<file path="src/rtl/shift_seq_pkg.sv">
// shift_seq_pkg: shared encodings for the iterative shift sequencer.
// Op codes, FSM state encoding and the shift-step width live here.
// Optional feature switch: ROTR_EN (rotate-right on op 11).
package shift_seq_pkg;

  // Operation encodings as presented on op_i
  localparam logic [1:0] SHIFT_OP_SLL  = 2'b00;
  localparam logic [1:0] SHIFT_OP_SRL  = 2'b01;
  localparam logic [1:0] SHIFT_OP_SRA  = 2'b10;
  localparam logic [1:0] SHIFT_OP_ROTR = 2'b11;

  // Width of the per-cycle shift amount; holds 0..8
  localparam int K_W = 4;

  // Sequencer states
  typedef enum logic [1:0] {
    SHIFT_ST_IDLE  = 2'd0,
    SHIFT_ST_SHIFT = 2'd1,
    SHIFT_ST_DONE  = 2'd2
  } shift_state_t;

  // True when the op needs SHIFT cycles; an unsupported op 11 just passes data through
  function automatic logic op_shifts(input logic [1:0] op);
`ifdef ROTR_EN
    op_shifts = 1'b1;
    if (op == SHIFT_OP_ROTR) op_shifts = 1'b1;
`else
    op_shifts = (op != SHIFT_OP_ROTR);
`endif
  endfunction

endpackage

</file>
<file path="src/rtl/shift_step.sv">
// shift_step: purely combinational one-step shifter used by shift_seq.
// Shifts value by k (0..8) according to op; SRA fills with the captured sign.
// With ROTR_EN defined, op 11 rotates right; otherwise op 11 passes value unchanged.
module shift_step
  import shift_seq_pkg::*;
(
  input  logic [31:0]    value,
  input  logic [1:0]     op,
  input  logic [K_W-1:0] k,
  input  logic           sign,
  output logic [31:0]    next_value
);

  logic [63:0] wide;

  // One shift step; the 64-bit window gives sign fill and rotate wrap for free
  always_comb begin
    wide       = 64'd0;
    next_value = value;
    case (op)
      SHIFT_OP_SLL: next_value = value << k;
      SHIFT_OP_SRL: next_value = value >> k;
      SHIFT_OP_SRA: begin
        wide       = {{32{sign}}, value} >> k;
        next_value = wide[31:0];
      end
      default: begin
`ifdef ROTR_EN
        wide       = {value, value} >> k;
        next_value = wide[31:0];
`else
        next_value = value;
`endif
      end
    endcase
  end

endmodule

</file>
<file path="src/rtl/shift_seq.sv">
// shift_seq: iterative SLL/SRL/SRA(/ROTR) sequencer for the EX stage.
// Shifts STEP bits per cycle, stalls the pipeline while busy and returns the
// result with a one-cycle ready strobe. Optional rotate via ROTR_EN.
module shift_seq
  import shift_seq_pkg::*;
#(
  parameter int STEP = 4
) (
  input  logic        clk,
  input  logic        rst,
  input  logic        start_i,
  input  logic        annul_i,
  input  logic [1:0]  op_i,
  input  logic [31:0] data_i,
  input  logic [4:0]  sa_i,
  output logic [31:0] result_o,
  output logic        ready_o,
  output logic        stallreq_o
);

  localparam logic [5:0] STEP6 = 6'(STEP);

  shift_state_t state, state_nxt;

  logic [31:0] work_reg;
  logic [31:0] result_reg;
  logic [1:0]  op_reg;
  logic [5:0]  cnt;
  logic        sign_reg;

  logic [5:0]  k6;
  logic [5:0]  cnt_nxt;
  logic [31:0] step_value;
  logic        launch;
  logic        launch_shifts;

  assign launch        = (state == SHIFT_ST_IDLE) && start_i && !annul_i;
  assign launch_shifts = (sa_i != 5'd0) && op_shifts(op_i);
  assign k6            = (cnt > STEP6) ? STEP6 : cnt;
  assign cnt_nxt       = cnt - k6;

  shift_step u_step (
    .value      (work_reg),
    .op         (op_reg),
    .k          (k6[K_W-1:0]),
    .sign       (sign_reg),
    .next_value (step_value)
  );

  // State register
  always_ff @(posedge clk or posedge rst) begin
    if (rst) state <= SHIFT_ST_IDLE;
    else     state <= state_nxt;
  end

  // Next-state logic; annul always returns to IDLE
  always_comb begin
    state_nxt = state;
    if (annul_i) begin
      state_nxt = SHIFT_ST_IDLE;
    end else begin
      case (state)
        SHIFT_ST_IDLE: begin
          if (start_i) state_nxt = launch_shifts ? SHIFT_ST_SHIFT : SHIFT_ST_DONE;
        end
        SHIFT_ST_SHIFT: begin
          if (cnt_nxt == 6'd0) state_nxt = SHIFT_ST_DONE;
        end
        SHIFT_ST_DONE: state_nxt = SHIFT_ST_IDLE;
        default:       state_nxt = SHIFT_ST_IDLE;
      endcase
    end
  end

  // Output decode: stall while busy or launching a real shift, ready in DONE
  always_comb begin
    ready_o    = (state == SHIFT_ST_DONE);
    stallreq_o = !rst && ((state == SHIFT_ST_SHIFT) || (launch && launch_shifts));
    result_o   = ready_o ? work_reg : result_reg;
  end

  // Operand capture at launch and one shift step per SHIFT cycle
  always_ff @(posedge clk or posedge rst) begin
    if (rst) begin
      work_reg <= 32'd0;
      op_reg   <= 2'd0;
      cnt      <= 6'd0;
      sign_reg <= 1'b0;
    end else if (launch) begin
      work_reg <= data_i;
      op_reg   <= op_i;
      cnt      <= {1'b0, sa_i};
      sign_reg <= data_i[31];
    end else if ((state == SHIFT_ST_SHIFT) && !annul_i) begin
      work_reg <= step_value;
      cnt      <= cnt_nxt;
    end
  end

  // Keep the last delivered result so result_o holds between operations
  always_ff @(posedge clk or posedge rst) begin
    if (rst)                        result_reg <= 32'd0;
    else if (state == SHIFT_ST_DONE) result_reg <= work_reg;
  end

endmodule
</file>
<file path="config.mk">
export PLATFORM = sky130hd
export DESIGN_NAME = shift_seq
export DESIGN_NICKNAME = d
export VERILOG_FILES = /design/src/rtl/shift_seq_pkg.sv /design/src/rtl/shift_step.sv /design/src/rtl/shift_seq.sv
export SDC_FILE = /design/constraint.sdc
export NUM_CORES = 1
export LEC_CHECK = 0
export CAP_MARGIN = 20
export CORE_UTILIZATION = 50
export DETAILED_ROUTE_END_ITERATION = 12
export PLACE_DENSITY = 0.77
export SLEW_MARGIN = 20
export SYNTH_ARGS = -nofsm -noshare
export SYNTH_HDL_FRONTEND = slang
export SYNTH_SLANG_ARGS = --single-unit
export TNS_END_PERCENT = 1
</file>
<file path="constraint.sdc">
create_clock -name clk -period 2.35 [get_ports clk]
set_input_delay 0.47 -clock clk [delete_from_list [all_inputs] [get_ports clk]]
set_output_delay 0.47 -clock clk [all_outputs]
set_load 0.005 [all_outputs]
</file>
# [Word-level counts from Yosys, hierarchy flattened]
# Index checks and enable logic that the tools add are counted.
[word_totals] out_inout_bits=34 regBits=75 in_bits=43
[classes] n_addsub=1 muxes=12 magnitude_cmp=1 reduce_logical=17 n_shift=3 n_eq_ne=7
[ops] operator="$mux 32" count=3
[ops] operator="$pmux 32 s3" count=1
[ops] operator="$shr 64x4->32" count=1
[ops] operator="$shl 32x4->32" count=1
[ops] operator="$shr 32x4->32" count=1
[ops] operator="$mux 6" count=3
[ops] operator="$mux 2" count=4
[ops] operator="$gt 6x3->1 const B" count=1
[ops] operator="$logic_and 1x1->1" count=6
[ops] operator="$logic_not 6->1" count=1
[ops] operator="$ne 3x3->1 const B" count=2
[ops] operator="$sub 6x6->6" count=1
[ops] operator="$reduce_bool 5->1" count=1
[ops] operator="$eq 2x1->1 const B" count=2
[ops] operator="$eq 2x2->1 const B" count=2
[ops] operator="$logic_not 2->1" count=2
[ops] operator="$pmux 2 s2" count=1
[ops] operator="$reduce_and 2->1" count=2
[ops] operator="$reduce_bool 4->1" count=1
[ops] operator="$logic_not 1->1" count=2
[ops] operator="$ne 2x2->1 const B" count=1
[ops] operator="$reduce_bool 2->1" count=1
[ops] operator="$logic_or 1x1->1" count=1

# [Logic depth before layout (Yosys ltp)]
[depth] ltp_word=7 mapped_depth=9

# [By module]
# From an unflattened synthesis, not the netlist that was laid out.
[hier_totals] cells_unflattened=710 area_unflattened_um2=7030.5
[modules_own_cells] mod="shift_step" n_inst=1 seq_area_each_um2=0.0 cells_each=422 area_per_inst_um2=3812.4
[modules_own_cells] mod="shift_seq" n_inst=1 seq_area_each_um2=1876.8 cells_each=288 area_per_inst_um2=3218.1

# [Worst setup path before layout]
# OpenSTA, ideal clock, no wires.
[synth_timing] kind="register -> register" from="reg cnt[2]" to="reg work_reg[17]" slack_ps=89 path_stages_with_launch=8 synth_period_minus_slack_ps=2261 t_arrival_ps=2141 t_required_ps=2230 path_buffers=2 setup_ps=120 path_cell_list="dfrtp_1 -> buf_6 -> or4_4 -> buf_6 -> nor2_8 -> mux4_2 -> and2_1 -> o211a_1"
[synth_via] elab_chain_len=6 elab_cells_between_ends=8 classes_between="1 x order compare; 3 x shift; 4 x mux"
[synth_lines] element="start: declaration" line_no="shift_seq.sv:28" rtl="logic [5:0] cnt;"
[synth_lines] element="start signal: assignment" line_no="shift_seq.sv:92" rtl="cnt <= {1'b0, sa_i};"
[synth_lines] element="start signal: assignment" line_no="shift_seq.sv:96" rtl="cnt <= cnt_nxt;"
[synth_lines] element="$gt 6x3->1" line_no="shift_seq.sv:39" rtl="assign k6 = (cnt > STEP6) ? STEP6 : cnt;"
[synth_lines] element="$mux 6 (*)" line_no="shift_seq.sv:39"
[synth_lines] element="$shr 64x4->32, or another cell as far along" line_no="shift_step.sv:24" rtl="wide = {{32{sign}}, value} >> k;"
[synth_lines] element="$pmux 32 s3 (*)" line_no="shift_step.sv:20" rtl="case (op)"
[synth_lines] element="$mux 32 (*)" line_no="shift_seq.sv:94" rtl="end else if ((state == SHIFT_ST_SHIFT) && !annul_i) begin"
[synth_lines] element="$mux 32 (*)" line_no="shift_seq.sv:89" rtl="end else if (launch) begin"
[synth_lines] element="end signal: assignment" line_no="shift_seq.sv:90" rtl="work_reg <= data_i;"
[synth_lines] element="end signal: assignment" line_no="shift_seq.sv:95" rtl="work_reg <= step_value;"
[synth_lines] element="end: declaration" line_no="shift_seq.sv:25" rtl="logic [31:0] work_reg;"
# Mark *: on every way between the ends. The rest lies on a longest branch, timed or not. The select of a mux whose other input is x is not followed.
# A chain may end at the register's enable or synchronous reset.

# [Final worst setup path]
[layout_timing] from="reg state[0]" to="out result_o[6]"
[layout_via] elab_chain_len=2
[layout_lines] element="start: declaration" line_no="shift_seq.sv:23" rtl="shift_state_t state, state_nxt;"
[layout_lines] element="start signal: assignment" line_no="shift_seq.sv:53" rtl="else state <= state_nxt;"
[layout_lines] element="$eq 2x2->1" line_no="shift_seq.sv:77" rtl="ready_o = (state == SHIFT_ST_DONE);"
[layout_lines] element="$mux 32" line_no="shift_seq.sv:79" rtl="result_o = ready_o ? work_reg : result_reg;"
[layout_lines] element="end: declaration" line_no="shift_seq.sv:16" rtl="output logic [31:0] result_o,"
# Every way passes these cells.

==> flow_summary.json <==
{
  "ff_latch_area_um2": 1880,
  "cts-root-buf": "clkbuf_16",
  "antenna_found_initial": 0,
  "ys_top_cells_by_area": "dfrtp_1, mux2_2, nand2_1, o21ai_0, a21oi_1",
  "multi_input_area_um2": 3540,
  "portBuffers": 76,
  "max_stage_delay_ns": 0.44,
  "clock_latency_ns": 0.35,
  "yosysTopAreaCellShare": 0.324,
  "fp.dieArea_um2": 12000,
  "die_h_um": 110,
  "critPathMaxFanout": 28,
  "path_class": "reg -> out",
  "cp-end-kind": "primary output",
  "numCtsBuffers": 9,
  "cts_sinks": 75,
  "yosysWarnings": 0,
  "synth_edf_count": 0,
  "violations": "negative setup slack",
  "postSynth.asyncResetShare": 1.00,
  "grt_overflow_total": 0,
  "crit_required_ns": 1.88,
  "grt_pass1_vias": 6113,
  "clk_pin_slew_worst_paths_ns": 0.06,
  "period_share": 1.01,
  "ir_drop_uv": 794,
  "rsz0062_at_grt": "true",
  "holdWs_ns": 0.487,
  "grt_use_total": 0.369,
  "dp_hpwl_um": 14600,
  "cap_viol_max_count": 0,
  "setup_violations": 1,
  "drive_gt1_frac": 0.216,
  "synth_cell_types": 66,
  "relSlewSlack": 0.608,
  "synth-seq-cells": 75,
  "ant_nets": 0,
  "vias": 6313,
  "drt_wl_total_um": 20900,
  "crit_chain": "nand2b_4 > buf_12 > mux2_2 > clkdlybuf4s50_1",
  "syn_area_per_cell_um2": 8.36,
  "grt_pass1_wl_um": 32900,
  "grt_max_degree": 61,
  "rows": 38,
  "setup_slack_ns": -0.0145,
  "cts.path.max_buffers": 2,
  "status": "finished, violations left",
  "core-area_um2": 11100,
  "io_pins": 77,
  "fillers": 952,
  "syn-num-nets": 738,
  "slew_violations": 0,
  "gp_congestion": 0.972,
  "synth_area_um2": 5800,
  "leakage_nw": 3.10,
  "dp.cells": 916,
  "place_area_um2": 7150,
  "fin_skew_ns": 0.00966,
  "p_per_area_nw_per_um2": 1180,
  "critPathSlowestCell": "clkdlybuf4s50_1",
  "setup.worst_path.start_class": "flop",
  "start_util": 0.523,
  "hp-class": "reg -> reg",
  "diodes": 0,
  "worstPathArrival_ns": 1.89,
  "drc": 0,
  "postLayoutCellArea_um2": 7510,
  "cts_max_level": 3,
  "worst_pin_slew_ns": 0.587,
  "postSynthCellCount": 693,
  "final_nets": 833,
  "routed_via_density": 6.77,
  "die_w_um": 110,
  "max_freq_ghz": 0.423,
  "ctsHoldBuffers": 0,
  "drt-pass1-iter-count": 6,
  "period_needed_ns": 2.36,
  "stdcell_count": 933,
  "area_growth_pct": 29.5,
  "seq_area_frac_synth": 0.324,
  "avgRoutedWirePerCell_um": 22.4,
  "finalHoldViolations": 0,
  "cts_tree": "done",
  "yosys.area.top_type": "dfrtp_1",
  "total_power_w": 0.00889,
  "synth_top_flop_cell": "dfrtp_1",
  "drt_iter0_markers": 777
}
## placed cells by master, fill, tap and decap left out, types with 24 or more instances in the layout
master,count
nor2_1,30
buf_4,80
a21oi_1,54
a31oi_1,33
dfrtp_1,73
mux2_2,35
o22ai_1,24
o21ai_0,51
clkdlybuf4s50_1,62
nand2_1,84
## cells in the mapped netlist, types with 5 or more instances
cell type	number
nand2b_1	5
dfrtp_1	75
a21oi_1	54
nor2_1	30
clkbuf_1	53
nand2_1	84
a21boi_0	5
a211o_1	5
mux2i_1	18
nor3_1	12
mux2_2	37
o31ai_1	10
mux4_2	10
buf_2	15
inv_1	15
a31oi_1	33
a211oi_1	10
o21ai_0	56
buf_1	8
a21o_1	7
nand3_1	23
o211ai_1	15
o22ai_1	24
and2_1	10
## area by class of cell
class                   instances  share of cell area
inverters                      15             0.00800
flip-flops and latches         75               0.250
well taps                     140              0.0233
repair buffers                165               0.204
clock inverters                 5              0.0100
multi-input cells             522               0.471
clock buffers                  11              0.0337
## cells by family (layout without fill, tap and decap cells)
group                    count (synthesis)  in the layout  synth area share
AO/OA/AOI/OAI                          268            268             0.304
multiplexers                            65             65             0.142
flip-flops                              75             75             0.324
adder cells (fa/ha/maj)                  2              2           0.00432
AND/OR/NAND/NOR                        187            187             0.155
buffers and inverters                   96            196            0.0712
## per-stage QoR
step | TNS (ns) | util | worst slack [ns]
CTS | -0.0266 | 0.675 | -0.0158
detailed placement | -0.981 | 0.646 | -0.166
finish | -0.0145 | 0.678 | -0.0145
global route | -0.314 | 0.678 | -0.0426
floorplan | 0 | - | 0.0886
global placement | -0.318 | 0.646 | -0.0971
## critical path, delay by kind of cell (launching register included)
kind          cells  cell delay (ns)
buf+inv           2             0.62
flops             1             0.37
mux               1             0.36
simple gates      1             0.17
## report_power, final
group	internal, W	switching, W
logic	0.00229	0.00252
registers	0.00184	0.000683
clock network	0.000982	0.000573
total	0.00511	0.00378
## worst paths after layout
check,from,end,slack (ns),depth (start not counted)
max reg2reg,cnt[3],work_reg[7],0.10,8
max,state[0],result_o[6],-0.01,4
max in group asynchronous,rst,work_reg[25],1.11,3
min in group asynchronous,rst,state[1],0.56,2
min,sign_reg,sign_reg,0.49,2
min reg2reg,sign_reg,sign_reg,0.49,2
## metal layers
layer | share of wire | global-route usage | vias to the layer above
met4 | 0.040 | 0.200 | 0
li1 | - | - | 2802
met1 | 0.39 | 0.479 | 3030
met2 | 0.47 | 0.590 | 409
met5 | 0 | 0 | -
met3 | 0.096 | 0.0557 | 72
## repair_timing
item	in CTS	in global routing
resized for setup	18	8
setup buffers	1	0
setup endpoints to repair	32	20
pin swaps	1	1
hold endpoints to repair	0	0
No activity file was read; power rests on OpenSTA's default activity.
